`src/rtl/dmem_arbiter_pkg.sv`:
```
// Shared controls for the data-memory arbiter: load/store size codes,
// arbiter FSM state type and a size helper.
package dmem_arbiter_pkg;

   typedef enum logic [1:0] {
      LS_BYTE    = 2'd0,
      LS_HALF    = 2'd1,
      LS_WORD    = 2'd2,
      LS_INVALID = 2'd3
   } ls_type_t;

   typedef enum logic {
      ARB_IDLE   = 1'b0,
      ARB_ACCESS = 1'b1
   } arb_state_t;

   // Access size in bytes; the invalid code has no size
   function automatic logic [2:0] ls_size(input logic [1:0] lst);
      case (ls_type_t'(lst))
         LS_BYTE: return 3'd1;
         LS_HALF: return 3'd2;
         LS_WORD: return 3'd4;
         default: return 3'd0;
      endcase
   endfunction

endpackage

```
`src/rtl/rr_arbiter_2.sv`:
```
// Two-way round-robin picker. Port 0 holds priority out of reset; after
// every accepted grant priority passes to the port that was not granted.
module rr_arbiter_2 (
   input  logic       clk,
   input  logic       rst,
   input  logic [1:0] req,
   input  logic       advance,
   output logic [1:0] gnt
);

   logic prio1;

   // One-hot winner selection from the current requests and priority
   always_comb begin
      gnt = '0;
      case (req)
         2'b01:   gnt = 2'b01;
         2'b10:   gnt = 2'b10;
         2'b11:   gnt = prio1 ? 2'b10 : 2'b01;
         default: gnt = '0;
      endcase
   end

   // Priority pointer moves away from the port that was just granted
   always_ff @(posedge clk) begin
      if (rst) begin
         prio1 <= 1'b0;
      end else if (advance) begin
         prio1 <= gnt[0];
      end
   end

endmodule

```
`src/rtl/dmem_arbiter.sv`:
```
// Two-port data-memory arbiter: core (port 0) and debug/DMA (port 1) share
// one data memory; one access per IDLE/ACCESS pair, with range checking.
module dmem_arbiter
   import dmem_arbiter_pkg::*;
#(
   parameter int ADDR_WIDTH = 32,
   parameter int DATA_WIDTH = 32,
   parameter int NUM_LOCS   = 64
) (
   input  logic                  clk,
   input  logic                  rst,
   input  logic                  req0,
   input  logic                  we0,
   input  logic [ADDR_WIDTH-1:0] addr0,
   input  logic [DATA_WIDTH-1:0] wdata0,
   input  logic [1:0]            lst0,
   input  logic                  lsu0,
   input  logic                  req1,
   input  logic                  we1,
   input  logic [ADDR_WIDTH-1:0] addr1,
   input  logic [DATA_WIDTH-1:0] wdata1,
   input  logic [1:0]            lst1,
   input  logic                  lsu1,
   output logic                  gnt0,
   output logic                  rvalid0,
   output logic [DATA_WIDTH-1:0] rdata0,
   output logic                  err0,
   output logic                  gnt1,
   output logic                  rvalid1,
   output logic [DATA_WIDTH-1:0] rdata1,
   output logic                  err1,
   output logic [ADDR_WIDTH-1:0] mem_addr,
   output logic [DATA_WIDTH-1:0] mem_write_data,
   output logic                  mem_read,
   output logic                  mem_write,
   output logic [1:0]            load_store_type,
   output logic                  load_unsigned,
   input  logic [DATA_WIDTH-1:0] mem_read_data,
   output logic [15:0]           access_count
);

   localparam logic [ADDR_WIDTH:0] LAST_LEGAL = (ADDR_WIDTH+1)'(4*NUM_LOCS-1);

   arb_state_t            state;
   logic [1:0]            rr_gnt;
   logic                  grant;
   logic                  win;
   logic                  win_we;
   logic                  win_lsu;
   logic [1:0]            win_lst;
   logic [ADDR_WIDTH-1:0] win_addr;
   logic [DATA_WIDTH-1:0] win_wdata;
   logic [ADDR_WIDTH:0]   win_last;
   logic                  win_err;
   logic                  cap_we;
   logic                  cap_err;
   logic                  cap_owner;
   logic [DATA_WIDTH-1:0] resp_data;

   // Grants only in IDLE and never while reset is asserted
   assign grant = (state == ARB_IDLE) && !rst && (req0 || req1);

   rr_arbiter_2 u_rr (
      .clk     (clk),
      .rst     (rst),
      .req     ({req1, req0}),
      .advance (grant),
      .gnt     (rr_gnt)
   );

   assign gnt0 = grant & rr_gnt[0];
   assign gnt1 = grant & rr_gnt[1];
   assign win  = rr_gnt[1];

   // Winner field mux and range check; last byte is one bit wider so a
   // wrapping address lands out of range
   always_comb begin
      win_we    = win ? we1    : we0;
      win_lsu   = win ? lsu1   : lsu0;
      win_lst   = win ? lst1   : lst0;
      win_addr  = win ? addr1  : addr0;
      win_wdata = win ? wdata1 : wdata0;
      win_last  = {1'b0, win_addr} + (ADDR_WIDTH+1)'(ls_size(win_lst))
                  - (ADDR_WIDTH+1)'(1);
      win_err   = (win_lst == LS_INVALID) || (win_last > LAST_LEGAL);
   end

   assign mem_read  = (state == ARB_ACCESS) && !rst && !cap_we && !cap_err;
   assign mem_write = (state == ARB_ACCESS) && !rst &&  cap_we && !cap_err;
   assign resp_data = (cap_we || cap_err) ? '0 : mem_read_data;

   // Access FSM: capture the winner on grant, respond at the end of ACCESS
   always_ff @(posedge clk) begin
      if (rst) begin
         state           <= ARB_IDLE;
         cap_we          <= 1'b0;
         cap_err         <= 1'b0;
         cap_owner       <= 1'b0;
         mem_addr        <= '0;
         mem_write_data  <= '0;
         load_store_type <= '0;
         load_unsigned   <= 1'b0;
         rvalid0         <= 1'b0;
         rvalid1         <= 1'b0;
         rdata0          <= '0;
         rdata1          <= '0;
         err0            <= 1'b0;
         err1            <= 1'b0;
         access_count    <= '0;
      end else begin
         rvalid0 <= 1'b0;
         rvalid1 <= 1'b0;
         case (state)
            ARB_IDLE: begin
               if (grant) begin
                  cap_we          <= win_we;
                  cap_err         <= win_err;
                  cap_owner       <= win;
                  mem_addr        <= win_addr;
                  mem_write_data  <= win_wdata;
                  load_store_type <= win_lst;
                  load_unsigned   <= win_lsu;
                  if (access_count != 16'hFFFF) begin
                     access_count <= access_count + 16'd1;
                  end
                  state <= ARB_ACCESS;
               end
            end
            ARB_ACCESS: begin
               if (cap_owner) begin
                  rvalid1 <= 1'b1;
                  rdata1  <= resp_data;
                  err1    <= cap_err;
               end else begin
                  rvalid0 <= 1'b1;
                  rdata0  <= resp_data;
                  err0    <= cap_err;
               end
               state <= ARB_IDLE;
            end
            default: state <= ARB_IDLE;
         endcase
      end
   end

endmodule

```
`config.mk`:
```
export PLATFORM = sky130hd
export DESIGN_NAME = dmem_arbiter
export DESIGN_NICKNAME = d
export VERILOG_FILES = /design/src/rtl/dmem_arbiter_pkg.sv /design/src/rtl/rr_arbiter_2.sv /design/src/rtl/dmem_arbiter.sv
export SDC_FILE = /design/constraint.sdc
export NUM_CORES = 1
export LEC_CHECK = 0
export ABC_AREA = 1
export BUFFER_PORTS_ARGS = -buffer_cell sky130_fd_sc_hd__buf_2
export CAP_MARGIN = 20
export CORE_ASPECT_RATIO = 0.9
export CORE_MARGIN = 4
export CORE_UTILIZATION = 50
export DETAILED_ROUTE_END_ITERATION = 10
export PLACE_DENSITY = 0.92
export RECOVER_POWER = 25
export SLEW_MARGIN = 20
export SYNTH_ARGS = -nofsm -noshare
export SYNTH_HDL_FRONTEND = slang
export SYNTH_SLANG_ARGS = --single-unit
```
`constraint.sdc`:
```
create_clock -name clk -period 3.88 [get_ports clk]
set_input_delay 0.388 -clock clk [delete_from_list [all_inputs] [get_ports clk]]
set_output_delay 0.388 -clock clk [all_outputs]
set_load 0.03 [all_outputs]
```
; ---- Yosys cells after proc, flatten, opt, wreduce, memory -nomap -nowiden
; Cells that the tools add are included.
[totals]
ff_bits = 156
inputBits = 172
elab_cells = 63
[classes]
add_sub_neg = 3
order_cmp = 1
eq_ne = 7
n_mux = 13
bitwise = 4
n_reduce_logical = 19
[ops]
columns = op, count
row1 = 2-to-1 mux 32 bit, 3
row2 = adder 32 x 3 -> 33 bit, 1
row3 = greater-than comparator 33 x 8 -> 1 bit (second input constant), 1
row4 = subtractor 33 x 1 -> 33 bit (second input constant), 1
row5 = adder 16 x 1 -> 16 bit (second input constant), 1
row6 = != test 16 bit (second input constant), 1
row7 = case mux 3 bit (3 select lines), 1
row8 = == test 2 bit (second input constant), 4
row9 = logical AND 1 bit, 7
row10 = case mux 2 bit (3 select lines), 1
row11 = AND reduction 2 bit, 3
row12 = 2-to-1 mux 1 bit, 5
row13 = == test 2 x 1 -> 1 bit (second input constant), 2
row14 = 2-to-1 mux 2 bit, 2
row15 = logical NOT 1 bit, 3
row16 = logical OR 1 bit, 3
row17 = AND reduction 3 bit, 1
row18 = AND 1 bit, 2
row19 = logical NOT 2 bit, 1
row20 = inverter 1 bit, 2
row21 = case mux 1 bit (2 select lines), 1
row22 = OR reduction 2 bit, 1

; ---- Depth between registers and ports, before layout
[depth]
ltp_word = 9
mapped_depth = 27

; ---- Cells and area by module
; A second synthesis with hierarchy kept.
[unflattened]
hier_cells = 1367
area_unflattened_um2 = 8883.5
[by_module_without_submodules]
columns = mod, instances, cells_each, area_per_inst_um2, seq_area_each_um2
row1 = dmem_arbiter, 1, 1356, 8822.2, 3103.0
row2 = rr_arbiter_2, 1, 11, 61.3, 20.0

; ---- Least setup slack after synthesis
; OpenSTA, ideal clock, no wires.
[synth_timing]
kind = input -> register
start = input req0
end = register cap_err
setup_ns = 0.115
arrival_time_ns = 2.760
required_time_ns = 3.765
setup_slack_ns = 1.005
cell_stages = 23
path_buffers = 2
path_cell_list = nand2_2 -> nand2_1 -> buf_6 -> buf_2 -> mux2i_1 -> ha_1 -> inv_1 -> ha_1 -> fa_1 -> nand3_1 -> nand2_1 -> nand2_1 -> nand2_1 -> nand2_1 -> nand2_1 -> nand2_1 -> nand3b_1 -> nand2_1 -> nand2_1 -> nor2_1 -> nand4_1 -> nor2_1 -> nor2_1
[synth_via]
elab_chain_len = 9
elab_cells_between_ends = 18
[synth_lines]
columns = element, line
row1 = "start, declared", dmem_arbiter.sv:12  ; input logic req0,
row2 = == test 2 bit / == test 2 x 1 -> 1 bit (equally long branches), rr_arbiter_2.sv:16  ; case (req)
row3 = case mux 2 bit (3 select lines), rr_arbiter_2.sv:16
row4 = 2-to-1 mux 2 bit, dmem_arbiter.sv:80  ; win_lst = win ? lst1 : lst0;
row5 = == test 2 bit (tied with other cells), dmem_arbiter_pkg.sv:19  ; case (ls_type_t'(lst))
row6 = case mux 3 bit (3 select lines), dmem_arbiter_pkg.sv:19
row7 = adder 32 x 3 -> 33 bit, dmem_arbiter.sv:83  ; win_last = {1'b0, win_addr} + (ADDR_WIDTH+1)'(ls_size(win_lst))
row8 = subtractor 33 x 1 -> 33 bit, dmem_arbiter.sv:84  ; - (ADDR_WIDTH+1)'(1);
row9 = greater-than comparator 33 x 8 -> 1 bit, dmem_arbiter.sv:85  ; win_err = (win_lst == LS_INVALID) || (win_last > LAST_LEGAL);
row10 = logical OR 1 bit, dmem_arbiter.sv:85
row11 = "end signal, assigned", dmem_arbiter.sv:117  ; cap_err <= win_err;
row12 = "end, declared", dmem_arbiter.sv:56  ; logic cap_err;
; Parallel ways exist; a longest one is shown, timed or not.
; A chain may end at the register's enable or synchronous reset.

; ---- Final worst setup path
[layout_timing]
start = register state
end = output gnt1
[layout_via]
elab_chain_len = 4
[layout_lines]
columns = element, line
row1 = "start, declared", dmem_arbiter.sv:44  ; arb_state_t state;
row2 = "start signal, assigned", dmem_arbiter.sv:95  ; state <= ARB_IDLE;
row3 = "start signal, assigned", dmem_arbiter.sv:126  ; state <= ARB_ACCESS;
row4 = "start signal, assigned", dmem_arbiter.sv:139  ; state <= ARB_IDLE;
row5 = inverter 1 bit (no line), --
row6 = logical AND 1 bit (2 in a row), dmem_arbiter.sv:61  ; assign grant = (state == ARB_IDLE) && !rst && (req0 || req1);
row7 = AND 1 bit, dmem_arbiter.sv:72  ; assign gnt1 = grant & rr_gnt[1];
row8 = "end, declared", dmem_arbiter.sv:28  ; output logic gnt1,
; No other way between the ends.

==> reports/metrics.sh <==
SYNTH_AREA_LEADER_CELL='sky130_fd_sc_hd__dfxtp_1'
CLOCK_SHARE_OF_POWER_PCT=34.3
WORST_PIN_SLEW_NS=1.80
DIE_AREA_SQ_MM=0.0193
STARTPOINT_TYPE='register'
AREA_OF_THE_MAPPED_NETLIST_SQ_MM=0.00857
CTS.REPORTEDPATHS.CLKPINSLEW_NS=0.07
MAXIMUM_NUMBER_OF_PINS_ON_ONE_NET_BEFORE_GLOBAL_ROUTE_REPAIR=78
CELLINTERNALPOWER_mW=3.02
DETAILROUTE.VIA_COUNT=9776
GRT_ANTENNA_BEFORE_REPAIR=0
CRITICAL-PATH-SLOWEST-CELL='sky130_fd_sc_hd__nor2_1'
SHARE_OF_SYNTHESIZED_FLIP_FLOPS_WITH_AN_ASYNCHRONOUS_SET_OR_RESET_PCT=0
POWER.LEAKAGE_nW=5.31
TIMING.SLEW.HEADROOM_PCT=-20.1
ROWS=45
SYN_TO_FINAL_GROWTH_PCT=26.8
DRIVE_GT1_SHARE_PCT=23.5
MAXSLEWVIOLCOUNT=38
NUM_CTS_BUFFERS=17
ALL_LAYER_GLOBAL_ROUTING_USAGE_PCT=27.3
CRITPATHBUFINV=3
YOSYS_MOST_USED_DFF='sky130_fd_sc_hd__dfxtp_1'
SEQ_POWER_SHARE_PCT=36.5
PWR_DENSITY_CELL_mW_PER_MM2=444
SYNTHESIS.NETS=1485
HOLD_BUFFERS=0
HPWLAFTERDP_UM=21200
SYNTH-SEQ-CELLS=156
PORTBUFFERS=326
FMAXACHIEVABLE_GHz=0.292
FIN_SETUP_TNS_NS=0
VIA_PER_INST=5.43
MAX-CAP-VIOLATIONS=1
SEQ_TOTAL_AREA_YOSYS_PCT=36.5
SYNTH_EDF_COUNT=0
CLK_ROOT_BUFFER_CELL='sky130_fd_sc_hd__clkbuf_16'
GRT_OVERFLOW_TOTAL=0
CRIT_PATH_MAX_INCR_DELAY_NS=0.97
GP_ROUTABILITY_CONGESTION=1.01
START_UTIL_PCT=50.9
CTS_RESIZED=0
H-TREE-DEPTH=4
WORST_SETUP_PATH_END_KIND='output port'
CLOCK-SKEW-FINAL_NS=0.00999
FINALSETUPVIOLATIONS=0
POST-CTS-SETUP-BUFFERS=0
FAILED_CHECKS='max-capacitance violations, max-slew violations'
IR_WORST_VDD_uV=279
CLOCK_SINK_COUNT=156
GRT_PASS1_WL_UM=44200
WORST_HOLD_PATH_TYPE='input pin to register'
TIMING.CRITICAL_PATH.REQUIRED_NS=3.49
CLOCK_INSERTION_DELAY_WORST_SKEW_NS=0.42
ANTENNADIODECOUNT=0
CTS.PATH.MAX_BUFFERS=2
DIE_HEIGHT_UM=132
SYNTH.MOST_COMMON_CELL='sky130_fd_sc_hd__nand2_1'
ANTENNA_LEFT=0
GRT_SETUP_UNREPAIRED='false'
DR.FIRST_ITER.DRC_COUNT=668
POWER.SWITCHING_FRACTION_PCT=37.4
POSTSYNTHAREAPERCELL_SQ_UM=6.71
ROUTEDWLPERCELL_UM=15.5
CRITICAL_PATH.MAX_FANOUT=20
SYNTHESIS.INSTANCES=1277
ROUTED_WL_UM=27900
YOSYSWARNINGCOUNT=0
CRITICAL-PATH-TOP-DELAY-FAMILY='simple AND/OR/NAND/NOR gates'
SYNTH_COMMON_CELLS='sky130_fd_sc_hd__nand2_1 (340), sky130_fd_sc_hd__dfxtp_1 (156), sky130_fd_sc_hd__inv_1 (147), sky130_fd_sc_hd__o21ai_0 (136), sky130_fd_sc_hd__a21oi_1 (110)'
TIMING.CRITICAL_PATH.CELLS='inv_1 > o21ai_2 > nor2_1 > inv_2 > nor2_4 > buf_2'
PLACEABLECOREAREA_SQ_MM=0.0168
SYNTH.LIB_CELLS_USED.DISTINCT=41
GRT_PASS1_VIAS=9090
MIN_PERIOD_OVER_PERIOD_PCT=88.2
CRITICAL_PATH_CLASS='register to output port'
SYNTH_TOP_CELLS_BY_AREA='sky130_fd_sc_hd__dfxtp_1 (36%), sky130_fd_sc_hd__nand2_1 (15%), sky130_fd_sc_hd__o21ai_0 (7.9%)'
PWR-SHARE-COMB_PCT=29.2
FIN_CRIT_PERIOD_NS=3.42
TOTAL_SWITCHING_POWER_mW=1.80
FINAL.FILL_COUNT=1469
TRITONCTS='built'
ROUTE.DETAILED.DRC=0
PIN_COUNT=327
TOTAL_POWER_mW=4.82
DETAILEDROUTE.FIRSTPASSITERATIONCOUNT=5
FINAL_NETS=1786
CRITPATHARRIVALTIME_NS=3.03
SYNTH_LARGEST_TYPE_AREA_FRACTION_PCT=36.5
HOLD_VIOLATIONS=0
DIE_W_UM=146
RUN_STATUS='complete, but fails checks'
==> worst register-to-register path, delay by kind of cell (launching register included) <==
family | cells | cell delay (ns)
and+or+nand+nor | 17 | 1.74
DFF | 1 | 0.30
adders and majority gates | 3 | 0.86
buffers and inverters | 3 | 0.35
==> path summary, 6_finish.rpt <==
| check | startpoint | endpoint | slack (ns) | depth (start not counted) |
|---|---|---|---|---|
| max | state$_SDFF_PP0_ | gnt1 | 0.46 | 6 |
| min | wdata1[29] | mem_write_data[29]$_SDFFE_PP0P_ | 0.22 | 3 |
| max reg2reg | u_rr.prio1$_SDFFE_PP0P_ | cap_err$_SDFFE_PP0P_ | 0.53 | 23 |
| min reg2reg | access_count[14]$_SDFFE_PP0P_ | access_count[14]$_SDFFE_PP0P_ | 0.48 | 1 |
==> layer usage <==
layer  routed length (um)  part of all wire, %  up-vias  global-route usage [%]
met5                    0                    0        -                       0
met4                  600                  2.2        0                    9.40
met3                 2460                  8.8       52                    6.67
met2                13000                   47      487                    45.9
met1                11800                   42     4452                    34.5
li1                     -                    -     4785                       -
==> final cells by class <==
class / count / area (sq um) / share of cell area (%)
repair buffers: 339 / 1670 / 15.3
well taps: 211 / 264 / 2.43
flip-flops and latches: 156 / 3120 / 28.7
inverters: 155 / 584 / 5.38
clock buffers: 17 / 425 / 3.92
clock inverters: 15 / 170 / 1.57
multi-input cells: 909 / 4630 / 42.6
==> per-stage QoR <==
step                hold WS, ns  util [%]  setup WS (ns)  cell area (sq um)  cells
floorplan                 0.438         -           1.00               8570   1277
global placement          0.461      61.5          0.569              10300   1769
detailed placement        0.469      61.5          0.453              10300   1769
CTS                       0.205      65.0          0.583              10900   1801
global route              0.213      64.5          0.237              10900   1802
finish                    0.223      64.5          0.457              10900   1802
==> cell families after synthesis <==
logic type	Yosys count	share of synthesized area [%]
compound gates	310	19.5
xor+xnor	4	0.409
fa+ha+maj	36	5.35
buf+inv	212	9.55
flops	156	36.5
mux	3	0.351
simple gates	556	28.4
==> layout by cell type, fill, tap and decap left out, types with 27 or more instances in the layout <==
cell / synthesis / final
sky130_fd_sc_hd__buf_2: 10 / 252
sky130_fd_sc_hd__a21oi_1: 110 / 110
sky130_fd_sc_hd__clkbuf_1: 43 / 75
sky130_fd_sc_hd__dfxtp_1: 156 / 156
sky130_fd_sc_hd__a31oi_1: 34 / 34
sky130_fd_sc_hd__or2_2: 27 / 27
sky130_fd_sc_hd__inv_1: 147 / 147
sky130_fd_sc_hd__nor2_1: 63 / 62
sky130_fd_sc_hd__o21ai_0: 136 / 136
sky130_fd_sc_hd__nand3_1: 63 / 63
sky130_fd_sc_hd__ha_1: 35 / 35
sky130_fd_sc_hd__nand2_1: 340 / 340
==> sequential cells by signal, summed over array words and instances (netlist names), 2 cells and up <==
| register | cells |
|---|---|
| load_store_type | 2 |
| mem_addr | 32 |
| rdata1 | 32 |
| access_count | 16 |
| mem_write_data | 32 |
| rdata0 | 32 |
==> power groups by stage <==
stage               Combinational, mW  Sequential [mW]  Clock (mW)
global route                     1.56             1.77        1.74
floorplan                       0.789             1.97           0
finish                           1.41             1.76        1.65
global placement                 1.36             1.79           0
detailed placement               1.39             1.79           0
CTS                              1.40             1.76        1.67
Power figures use the tool's default switching activity.
